### src/rtl/fetch_queue_stage.sv
`default_nettype none
// ============================================================================
//  Module   : fetch_queue_stage
//  Purpose  : Instruction fetch stage. Holds the program counter, drives the
//             instruction-memory address and buffers fetched instructions
//             with their PCs in a DEPTH-entry prefetch queue that feeds
//             decode through a valid/ready handshake. A redirect from decode
//             reloads the PC and flushes the queue.
//  Ports    : clk            - clock, rising edge
//             reset          - asynchronous active-low reset
//             imem_addr      - instruction-memory address (= fetch PC)
//             imem_instr     - instruction read combinationally at imem_addr
//             redirect_valid - branch taken in decode
//             redirect_pc    - branch target
//             out_valid      - queue head holds a valid instruction
//             out_ready      - decode accepts the head this cycle
//             out_instr      - head instruction
//             out_pc         - PC of head instruction
//             occupancy      - number of queued entries
//             stall_cycles   - full-and-not-draining cycle counter
//                              (only with FETCH_STALL_COUNT_EN defined)
//  Macro    : FETCH_STALL_COUNT_EN - adds the stall_cycles counter/port
//  Revision : 1.0 - initial release
// ============================================================================
module fetch_queue_stage #(
    parameter int                ADDR_W   = 64,
    parameter int                INSTR_W  = 32,
    parameter int                DEPTH    = 4,
    parameter logic [ADDR_W-1:0] RESET_PC = '0,
    parameter int                PC_STEP  = 4
) (
    input  logic                     clk,
    input  logic                     reset,
    output logic [ADDR_W-1:0]        imem_addr,
    input  logic [INSTR_W-1:0]       imem_instr,
    input  logic                     redirect_valid,
    input  logic [ADDR_W-1:0]        redirect_pc,
    output logic                     out_valid,
    input  logic                     out_ready,
    output logic [INSTR_W-1:0]       out_instr,
    output logic [ADDR_W-1:0]        out_pc,
    output logic [$clog2(DEPTH):0]   occupancy
`ifdef FETCH_STALL_COUNT_EN
    ,
    output logic [31:0]              stall_cycles
`endif
);

    localparam int                c_PTR_W   = $clog2(DEPTH);
    localparam int                c_CNT_W   = c_PTR_W + 1;
    localparam logic [c_CNT_W-1:0] c_DEPTH  = c_CNT_W'(DEPTH);
    localparam logic [ADDR_W-1:0] c_PC_STEP = ADDR_W'(PC_STEP);

    logic [ADDR_W-1:0]  r_fetch_pc;
    logic [ADDR_W-1:0]  r_pc_mem    [DEPTH];
    logic [INSTR_W-1:0] r_instr_mem [DEPTH];
    logic [c_PTR_W-1:0] r_rd_ptr;
    logic [c_PTR_W-1:0] r_wr_ptr;
    logic [c_CNT_W-1:0] r_count;

    logic w_full;
    logic w_pop;
    logic w_push;

    assign w_full = (r_count == c_DEPTH);

    // Redirect suppresses valid so no handshake completes while flushing.
    assign out_valid = (r_count != '0) && !redirect_valid;
    assign w_pop     = out_valid && out_ready;
    // A full queue can still accept when the head leaves in the same cycle;
    // the write then lands in the slot being vacated (wr_ptr == rd_ptr).
    assign w_push    = !redirect_valid && (!w_full || w_pop);

    assign imem_addr = r_fetch_pc;
    assign out_instr = r_instr_mem[r_rd_ptr];
    assign out_pc    = r_pc_mem[r_rd_ptr];
    assign occupancy = r_count;

    always_ff @(posedge clk or negedge reset) begin
        if (!reset) begin
            r_fetch_pc <= RESET_PC;
            r_rd_ptr   <= '0;
            r_wr_ptr   <= '0;
            r_count    <= '0;
            for (int i = 0; i < DEPTH; i++) begin
                r_pc_mem[i]    <= '0;
                r_instr_mem[i] <= '0;
            end
        end else if (redirect_valid) begin
            r_fetch_pc <= redirect_pc;
            r_rd_ptr   <= '0;
            r_wr_ptr   <= '0;
            r_count    <= '0;
        end else begin
            if (w_push) begin
                r_pc_mem[r_wr_ptr]    <= r_fetch_pc;
                r_instr_mem[r_wr_ptr] <= imem_instr;
                r_wr_ptr              <= r_wr_ptr + c_PTR_W'(1);
                r_fetch_pc            <= r_fetch_pc + c_PC_STEP;
            end
            if (w_pop) begin
                r_rd_ptr <= r_rd_ptr + c_PTR_W'(1);
            end
            r_count <= r_count + c_CNT_W'(w_push) - c_CNT_W'(w_pop);
        end
    end

`ifdef FETCH_STALL_COUNT_EN
    logic [31:0] r_stall_cycles;

    // Counts cycles where the queue is full and nothing drains; survives
    // redirects so it reflects total back-pressure since reset.
    always_ff @(posedge clk or negedge reset) begin
        if (!reset) begin
            r_stall_cycles <= '0;
        end else if (w_full && !w_pop && (r_stall_cycles != '1)) begin
            r_stall_cycles <= r_stall_cycles + 32'd1;
        end
    end

    assign stall_cycles = r_stall_cycles;
`endif

endmodule
`default_nettype wire

### config.mk
export PLATFORM = sky130hd
export DESIGN_NAME = fetch_queue_stage
export DESIGN_NICKNAME = d
export VERILOG_FILES = /design/src/rtl/fetch_queue_stage.sv
export SDC_FILE = /design/constraint.sdc
export NUM_CORES = 1
export LEC_CHECK = 0
export CORE_MARGIN = 8
export CORE_UTILIZATION = 50
export DETAILED_ROUTE_END_ITERATION = 7
export HOLD_SLACK_MARGIN = 0.15
export PLACE_DENSITY = 0.76
export SLEW_MARGIN = 15
export SYNTH_ARGS = -nofsm -noshare
export SYNTH_HDL_FRONTEND = slang
export SYNTH_SLANG_ARGS = --single-unit
### constraint.sdc
create_clock -name clk -period 2.2 [get_ports clk]
set_input_delay 0.44 -clock clk [delete_from_list [all_inputs] [get_ports clk]]
set_output_delay 0.44 -clock clk [all_outputs]
set_load 0.03 [all_outputs]
==> summary.txt, run 1 <==
Clocking
  • Clock sink total: 455
  • Root buffer cell: clkbuf_16
  • Worst skew pair latency: 0.57 ns
  • CTS tree: done
  • Clock-pin slew on the worst setup and hold paths: 0.07 ns
  • Htree depth: 2
  • CTS buffer count: 48
  • Max Buffers Root-to-Sink: 3

Die
  • Ports: 264
  • Die area: 47,900 µm²
  • Die span in x: 219 µm
  • Rows: 74
  • Initial Utilization: 50.5%
  • Die Y: 219 µm
  • Core ar.: 40,700 µm²

Outcome
  • Violated checks: setup timing
  • Status: finished with violations

Setup path
  • Critical Path End: out_pc[29]
  • Worst EP arrival: 2.22 ns
  • R2R Path Start: imem_addr[13]
  • CP Max Fanout: 9
  • R2R cell count: 7
  • Crit. End Element: primary output
  • CP required: 1.76 ns
  • Type of origin of the critical path: flip-flop
  • Worst setup path category: reg2out
  • R2r endpoint: imem_addr[58]
  • Worst Setup SP: r_rd_ptr[0]
  • R2R setup slack: -0.07 ns

Yosys
  • Synth Cell Area: 20,600 µm²
  • Primary FF master, synth: dfrtp_1
  • Mapped Nets: 1,531
  • #FFs+latches synth: 455
  • Sequential element share of the synthesized area: 55.3%
  • EDFF count, synth: 0
  • Synth cell types: 41
  • Syn avg cell area: 14.5 µm²
  • Gate Count Post-Synth: 1,423
  • Synth warn: 0
  • Post-synth ARST share: 100%

Timing
  • Total Neg Setup Slack: -35.33 ns
  • RSZ-0062 raised after global routing: true
  • Max transition margin: 70.0%
  • Minimum clock period after layout: 2.66 ns
  • Ratio of final minimum period to clock period: 121%
  • Worst slew pin tran: 0.451 ns
  • Final hold vios: 0
  • Achievable frequency: 376 MHz
  • Final Skew: 0.0171 ns
  • Final WS setup: -0.462 ns
  • Setup-failing EPs final: 104
  • Final max-slew violation count: 0

Final layout
  • Share of post-route cells with drive strength above 1: 48.6%
  • Nets: 1,919
  • # fillers: 2,940
  • Area grow syn2layout: 31.1%
  • Finished Layout Cells: 2,383

Global routing
  • Largest net degree at the start of global routing: 81
  • Initial antenna violation count: 6
  • GRT Total Usage: 22.5%
  • Vias in the first global route: 14.7k
  • First-pass GRT wire length: 84,800 µm
  • Overflow after GRT: 0

Drt
  • Vias: 13.6k
  • Drt first pass iters: 5
  • Vias per Instance: 5.71
  • Detail Route Antenna Nets: 0
  • Total wire length: 54,200 µm
  • WL/cell: 22.7 µm
  • Initial DRC Count: 756
  • Drt drc: 0

Job
  • Maxcap violations: 0

Pwr
  • Tot Pwr: 38.3 mW
  • Leakage power: 11.3 nW
  • VDD IR max: 1050 µV
  • Power Dens Cells: 1420 nW/µm²

Place
  • Hpwl dp: 35,600 µm
  • Dpl cells: 2,243
  • Port buffer count: 263
  • Worst slack, placed: -0.625 ns
  • Gpl congestion: 0.846

Worst hold path
  • Hold Path Class: in2async
worst max-delay path, cell delays in order, from the launching register on:
cell	delay (ns)
dfrtp_4	0.51
buf_12	0.19
buf_6	0.13
buf_16	0.11
mux4_2	0.53
buf_6	0.16
cell families after synthesis:
group           count (synthesis)  synth area share (%)
compound gates                 88                  2.54
fa+ha+maj                       8                 0.523
simple gates                  224                  5.66
flops                         455                  55.3
mux                           486                  31.8
buf+inv                       124                  2.49
xor+xnor                       38                  1.62
cell usage in the layout, fill, tap and decap left out, types with 28 or more instances in the layout:
cell type and count:
dlygate4sd2_1 64, mux4_2 96, xnor2_1 30, clkbuf_16 51, dfrtp_2 28, mux2_2 388, dfrtp_1 425, o21ai_0 41
nor2_1 41, buf_6 50, nand2_1 59, buf_12 38, buf_4 130, buf_2 53, clkdlybuf4s50_1 98
through the flow:
stage,cell area (µm²),hold WS (ns),util (%)
2_1_floorplan,20700,0.144,-
3_3_place_gp,24900,0.390,61.1
3_5_place_dp,24900,0.391,61.1
4_1_cts,26600,0.358,65.4
5_1_grt,27000,0.392,66.2
6_report,27000,0.387,66.2
layout make-up:
class / count / area (µm²) / share of cell area, %
Multi-Input combinational cell: 844 / 8810 / 32.7
Clock inverter: 12 / 191 / 0.710
Inverter: 15 / 56.3 / 0.209
Timing Repair Buffer: 447 / 4380 / 16.2
Sequential cell: 455 / 11400 / 42.4
Clock buffer: 74 / 1430 / 5.30
Antenna cell: 4 / 10.0 / 0.0371
Tap cell: 532 / 666 / 2.47
synth_stat cells, drive strengths merged (14+ instances only):
cell,instances,area (µm²)
a31oi,23,144
buf,50,233
clkbuf,59,224
dfrtp,455,11400
inv,15,56.3
mux2,388,4370
mux4,96,2160
nand2,59,221
nand3,16,80.1
nand4,21,131
nor2,41,154
nor3,14,70.1
o21ai,46,230
or3,14,87.6
xnor2,30,263
where the power goes:
group | internal [mW] | switching, mW
clock | 5.05 | 3.27
sequential | 12.1 | 1.93
combinational | 8.42 | 7.57
repair_timing:
| item | CTS | global route |
|---|---|---|
| pin swaps | 16 | 24 |
| resized for setup | 320 | 265 |
| setup endpoints to repair | 172 | 118 |
| endpoints found under the hold margin | 84 | 0 |
| hold buffers | 1 | 0 |
| buffers inserted | 9 | 35 |
| gates cloned | 3 | 3 |
state kept, by name, summed over array words and instances, names as in the netlist:
register	cells
r_instr_mem	128
r_pc_mem	256
r_rd_ptr	2
r_wr_ptr	2
imem_addr	64
occupancy	3
routing by layer:
layer / GRT usage (%) / wire (µm) / vias up
li1: - / - / 6015
met1: 30.4 / 23000 / 7134
met2: 36.8 / 26900 / 379
met3: 4.63 / 3170 / 68
met4: 6.34 / 1060 / 4
met5: 0 / 28 / -
how the worst min path moves through the flow:
stage                    endpoint  cells after the start
floorplan            imem_addr[0]                      0
global placement     r_pc_mem[15]                      1
detailed placement  r_pc_mem[142]                      1
CTS                   r_rd_ptr[0]                      2
global route          r_rd_ptr[0]                      2
finish              imem_addr[15]                      2
Power figures use the tool's default switching activity.
==> run 2: changes to the inputs <==
--- a/config.mk
+++ b/config.mk
@@ -10,6 +10,7 @@
 export DETAILED_ROUTE_END_ITERATION = 7
 export HOLD_SLACK_MARGIN = 0.15
 export PLACE_DENSITY = 0.76
+export SKIP_CTS_REPAIR_TIMING = 1
 export SLEW_MARGIN = 15
 export SYNTH_ARGS = -nofsm -noshare
 export SYNTH_HDL_FRONTEND = slang
==> run 2 against run 1 <==
  * The run still ends with setup timing left
  * Critical path depth decreased by 1
  * Clock skew is 0.0020 ns lower
  * Via count shrank 0.45%
  * Worst hold slack worse by 0.0066 ns
  * Design area increased by 1.5%
  * First-iteration DRC count increased by 4.5%
  * Count of clock-buffer cells in the layout stayed put
  * Total power increased by 2.0%
  * Register-to-register slack worse by 0.02 ns
  * Fmax up 2.2%
  * Sequential share of layout area fell by 0.63 points
  * Final cell count fell by 0.84%
  * Critical path type unchanged
==> summary.txt, run 2 (synthesized netlist as in run 1, its figures left out) <==
Outcome
  • Status: finished with violations
  • Violated checks: setup timing

Final layout
  • Nets: 1,898
  • Biggest register: r_pc_mem
  • Commonest non-fill, non-tap cell in the layout: dfrtp_1
  • Most frequent cells in the layout: dfrtp_1 (425), mux2_2 (388), buf_4 (107), clkdlybuf4s50_1 (97), mux4_2 (96)
  • Share of post-route cells with drive strength above 1: 47.9%
  • Max reg flops: 256
  • Area grow syn2layout: 33.0%
  • Design area: 27,400 µm²
  • # fillers: 2,839

Setup path
  • R2R cell count: 5
  • R2R setup slack: -0.09 ns
  • Critical Path End: out_instr[1]
  • CP max stage delay: 0.56 ns
  • CP required: 1.76 ns
  • Slowest-stage cell, CP: mux4_2
  • Crit. End Element: primary output
  • CP Max Fanout: 7
  • Worst Setup SP: r_rd_ptr[0]
  • R2R Path Start: imem_addr[2]
  • Type of origin of the critical path: flip-flop
  • R2r endpoint: imem_addr[59]
  • Worst EP arrival: 2.16 ns
  • Crit path cell chain: buf_12 > clkbuf_16 > mux4_2 > buf_6
  • Worst setup path category: reg2out

Timing
  • Max transition margin: 70.1%
  • Final WS setup: -0.404 ns
  • Worst slew pin tran: 0.448 ns
  • Final hold vios: 0
  • Final Skew: 0.0151 ns
  • RSZ-0062 raised after global routing: true
  • Final max-slew violation count: 0
  • Ratio of final minimum period to clock period: 118%
  • Achievable frequency: 384 MHz
  • Minimum clock period after layout: 2.60 ns
  • Setup-failing EPs final: 108
  • Total Neg Setup Slack: -33.34 ns

Global routing
  • Vias in the first global route: 14.6k
  • Initial antenna violation count: 7
  • First-pass GRT wire length: 83,800 µm
  • GRT Total Usage: 22.2%
  • Overflow after GRT: 0
  • Largest net degree at the start of global routing: 81

Die
  • Core ar.: 40,700 µm²
  • Die Y: 219 µm
  • Rows: 74
  • Die area: 47,900 µm²
  • Initial Utilization: 50.5%
  • Die span in x: 219 µm
  • Ports: 264

Clocking
  • CTS tree: done
  • Clock-pin slew on the worst setup and hold paths: 0.07 ns
  • CTS buffer count: 48
  • Root buffer cell: clkbuf_16
  • Clock sink total: 455
  • Htree depth: 2
  • Max Buffers Root-to-Sink: 3
  • Worst skew pair latency: 0.57 ns

Drt
  • Wl on met1: 22,900 µm
  • Drt drc: 0
  • Routed wl met2: 26,900 µm
  • Initial DRC Count: 790
  • Total wire length: 54,200 µm
  • WL met3: 3120 µm
  • Vias: 13.5k
  • Detail Route Antenna Nets: 0
  • Highest routed metal layer: met5
  • Drt first pass iters: 4
  • WL/cell: 22.9 µm
  • Vias per Instance: 5.73

Pwr
  • Power Dens Cells: 1430 nW/µm²
  • VDD IR max: 1150 µV
  • Leakage power: 11.8 nW
  • Tot Pwr: 39.1 mW

Place
  • Dpl cell area: 24,900 µm²
  • Gpl congestion: 0.846
  • Hpwl dp: 35,600 µm
  • Worst slack, placed: -0.625 ns
  • Port buffer count: 263

Worst hold path
  • Hold Path Class: in2async

Job
  • Maxcap violations: 0
[run 2: cell count changes in the layout (fill, tap and decap cells not counted), sizes merged]
cell	change
buf	-27
clkbuf	+6
clkdlybuf4s50	-1
diode	+1
dlygate4sd2	-64
dlymetal6s2s	+65
[run 2: power by group]
group          total, mW  switching (mW)  internal, mW
Combinational       16.8            7.69          9.07
Sequential          14.0            1.93          12.1
Clock               8.32            3.27          5.05
[run 2: layer usage]
| layer | vias to the layer above | GRT usage, % |
|---|---|---|
| met4 | 4 | 6.14 |
| met3 | 74 | 4.67 |
| met1 | 7112 | 29.8 |
| met2 | 373 | 36.5 |
| li1 | 5976 | - |
| met5 | - | 0 |
[run 2: critical path: cells and delay by family, from the launching register on]
family                 cells  cell delay, ns
buffers and inverters      3            0.51
flip-flops                 1            0.51
multiplexers               1            0.56
[run 2: area by class of cell]
cell class              instances  area (µm²)  share of cell area (%)
flip-flops and latches        455       11400                    41.8
multi-input cells             844        8800                    32.2
repair buffers                426        4790                    17.5
clock buffers                  74        1430                    5.22
well taps                     532         666                    2.43
clock inverters                12         191                   0.699
inverters                      15        56.3                   0.206
diodes                          5        12.5                  0.0457
[run 2: worst min path at each step]
stage	from	to	slack [ns]
detailed placement	reset	r_pc_mem[142]	0.39
global route	reset	r_rd_ptr[0]	0.39
CTS	reset	r_rd_ptr[0]	-0.23
finish	reset	imem_addr[15]	0.38
global placement	reset	r_pc_mem[15]	0.39
floorplan	reset	imem_addr[0]	0.14
[run 2: metrics by stage]
stage / util [%] / cells / hold WS (ns)
final: 67.2 / 2363 / 0.381
after global routing: 67.2 / 2359 / 0.391
after CTS: 65.1 / 2329 / -0.233
after detailed placement: 61.1 / 2243 / 0.391
after global placement: 61.1 / 2243 / 0.390
after floorplan: - / 1423 / 0.144
==> run 3: changes to the inputs <==
--- a/config.mk
+++ b/config.mk
@@ -8,9 +8,11 @@
 export CORE_MARGIN = 8
 export CORE_UTILIZATION = 50
 export DETAILED_ROUTE_END_ITERATION = 7
+export GPL_TIMING_DRIVEN = 0
 export HOLD_SLACK_MARGIN = 0.15
 export PLACE_DENSITY = 0.76
 export SKIP_CTS_REPAIR_TIMING = 1
+export SKIP_LAST_GASP = 1
 export SLEW_MARGIN = 15
 export SYNTH_ARGS = -nofsm -noshare
 export SYNTH_HDL_FRONTEND = slang
==> run 3 against run 2 <==
  * The run still ends with setup timing left
  * Utilization fell by 0.67 points
  * Design area fell by 1.0%
  * Clock skew rose by 0.0091 ns
  * Critical endpoint is now out_pc[44]
==> summary.txt, run 3 (synthesized netlist as in run 1, its figures left out) <==
Drt
  • Initial DRC Count: 983
  • WL/cell: 23.5 µm
  • Drt first pass iters: 5
  • Total wire length: 55,900 µm
  • Vias: 13.8k
  • Vias per Instance: 5.80
  • Detail Route Antenna Nets: 0
  • Drt drc: 0

Final layout
  • Final Util: 66.5%
  • Max reg flops: 256
  • Commonest non-fill, non-tap cell in the layout: dfrtp_1
  • Most frequent cells in the layout: dfrtp_1 (419), mux2_2 (388), clkdlybuf4s50_1 (114), mux4_2 (96), buf_6 (81)
  • Multi-input gate area: 8900 µm²
  • Nets: 1,917
  • Biggest register: r_pc_mem
  • Share of post-route cells with drive strength above 1: 48.5%
  • Design area: 27,100 µm²
  • Area grow syn2layout: 31.7%
  • Register area: 11,400 µm²
  • # fillers: 2,862

Setup path
  • Crit path cell chain: buf_12 > buf_12 > mux4_2 > clkbuf_2
  • CP required: 1.76 ns
  • Type of origin of the critical path: flip-flop
  • CP top delay family: buffers and inverters
  • Slowest-stage cell, CP: mux4_2
  • CP Max Fanout: 8
  • CP max stage delay: 0.52 ns
  • Crit. End Element: primary output
  • Worst path most repeated cell: buf_12
  • Buf+Inv Stages, Crit Path: 3
  • Worst setup path category: reg2out
  • Worst EP arrival: 2.14 ns
  • R2R Path Start: imem_addr[12]
  • Worst Setup SP: r_rd_ptr[0]

Place
  • Worst slack, placed: -1.44 ns
  • Dpl cell area: 24,100 µm²
  • Hpwl dp: 36,800 µm
  • Gpl congestion: 0.836
  • Port buffer count: 263

Timing
  • RSZ-0062 raised after global routing: true
  • Minimum clock period after layout: 2.58 ns
  • Max transition margin: 39.8%
  • Ratio of final minimum period to clock period: 117%
  • Final Skew: 0.0242 ns
  • Achievable frequency: 387 MHz
  • Setup-failing EPs final: 121
  • Final hold vios: 0
  • Final max-slew violation count: 0
  • Worst slew pin tran: 0.904 ns
  • Final WS setup: -0.384 ns

Pwr
  • Sequential share of power: 36.7%
  • Pint: 25.5 mW
  • Leakage power: 11.6 nW
  • Clk pwr share: 21.0%
  • Sw power: 12.9 mW
  • Comb pwr share: 42.3%
  • Net Sw Frac: 33.5%
  • VDD IR max: 756 µV
  • Power Dens Cells: 1420 nW/µm²

Outcome
  • Violated checks: setup timing
  • Status: finished with violations

Clocking
  • Root buffer cell: clkbuf_16
  • Max Buffers Root-to-Sink: 3
  • CTS tree: done
  • Clock-pin slew on the worst setup and hold paths: 0.06 ns
  • CTS buffer count: 47
  • Htree depth: 2
  • Clock sink total: 455
  • Worst skew pair latency: 0.58 ns

Global routing
  • Grt met2 use: 36.8%
  • First-pass GRT wire length: 84,600 µm
  • Top Usage Layer GRT: met2
  • Largest net degree at the start of global routing: 112
  • GRT Total Usage: 22.5%
  • Initial antenna violation count: 4
  • Routing usage on met3: 5.22%
  • Vias in the first global route: 14.4k
  • Overflow after GRT: 0
  • M1 GR Usage: 30.4%

Job
  • Maxcap violations: 0

Die
  • Ports: 264
  • Initial Utilization: 50.5%
  • Die area: 47,900 µm²
  • Die Y: 219 µm
  • Die span in x: 219 µm
  • Rows: 74
  • Core ar.: 40,700 µm²

Worst hold path
  • Hold Path Class: in2reg
  • Worst Min Path Start: redirect_pc[22]
==> run 3: cell types whose count changed in the layout (fill, tap and decap cells not counted), sizes merged <==
| cell | before | now |
|---|---|---|
| buf | 253 | 206 |
| bufinv | 5 | 4 |
| clkbuf | 82 | 148 |
| clkdlybuf4s50 | 97 | 114 |
| clkinv | 5 | 6 |
| clkinvlp | 1 | 0 |
| diode | 5 | 2 |
| dlymetal6s2s | 67 | 50 |
==> run 3: final timing paths <==
check                                        to  slack [ns]  cells after the start
min in group asynchronous          r_pc_mem[73]        0.48                      3
worst max-delay path                 out_pc[44]       -0.38                      4
worst max register to register    imem_addr[58]       -0.27                      8
max in group asynchronous          r_pc_mem[50]        0.29                      5
worst min-delay path              imem_addr[22]        0.41                      3
worst min register to register  r_instr_mem[37]        0.50                      1
==> run 3: cell type report <==
| cell class | count | area share, % |
|---|---|---|
| plain buffers | 102 | 3.07 |
| well taps | 532 | 2.46 |
| multi-input cells | 844 | 32.9 |
| repair buffers | 344 | 13.5 |
| diodes | 2 | 0.0185 |
| inverters | 15 | 0.208 |
| flip-flops and latches | 455 | 42.2 |
| clock buffers | 73 | 5.14 |
| clock inverters | 11 | 0.586 |
==> run 3: per-layer routing <==
metal	part of all wire [%]	routed length (µm)
met5	0.046	26
met4	2.1	1190
met3	6.3	3530
met2	50	27800
met1	42	23400
==> run 3: power groups by stage <==
stage	combinational [mW]	clock, mW	sequential (mW)
2_1_floorplan	10.2	0	13.7
3_3_place_gp	15.0	0	14.0
3_5_place_dp	15.3	0	14.1
4_1_cts	15.4	8.20	14.0
5_1_grt	17.2	8.54	14.5
6_report	16.2	8.06	14.1
==> run 3: worst min-delay path: cells and delay by family <==
kind                   cells  cell delay (ns)
AO/OA/AOI/OAI              1             0.06
buffers and inverters      1             0.40
AND/OR/NAND/NOR            1             0.05
==> run 3: stage by stage <==
stage | total power, mW | cells | TNS [ns] | hold slack [ns]
floorplan | 23.9 | 1423 | -1.46 | 0.144
CTS | 37.6 | 2306 | -451.15 | -0.229
global placement | 28.9 | 2218 | -9183.86 | 0.483
detailed placement | 29.4 | 2222 | -645.83 | 0.384
global route | 40.2 | 2377 | -42.95 | 0.417
finish | 38.4 | 2378 | -35.92 | 0.409
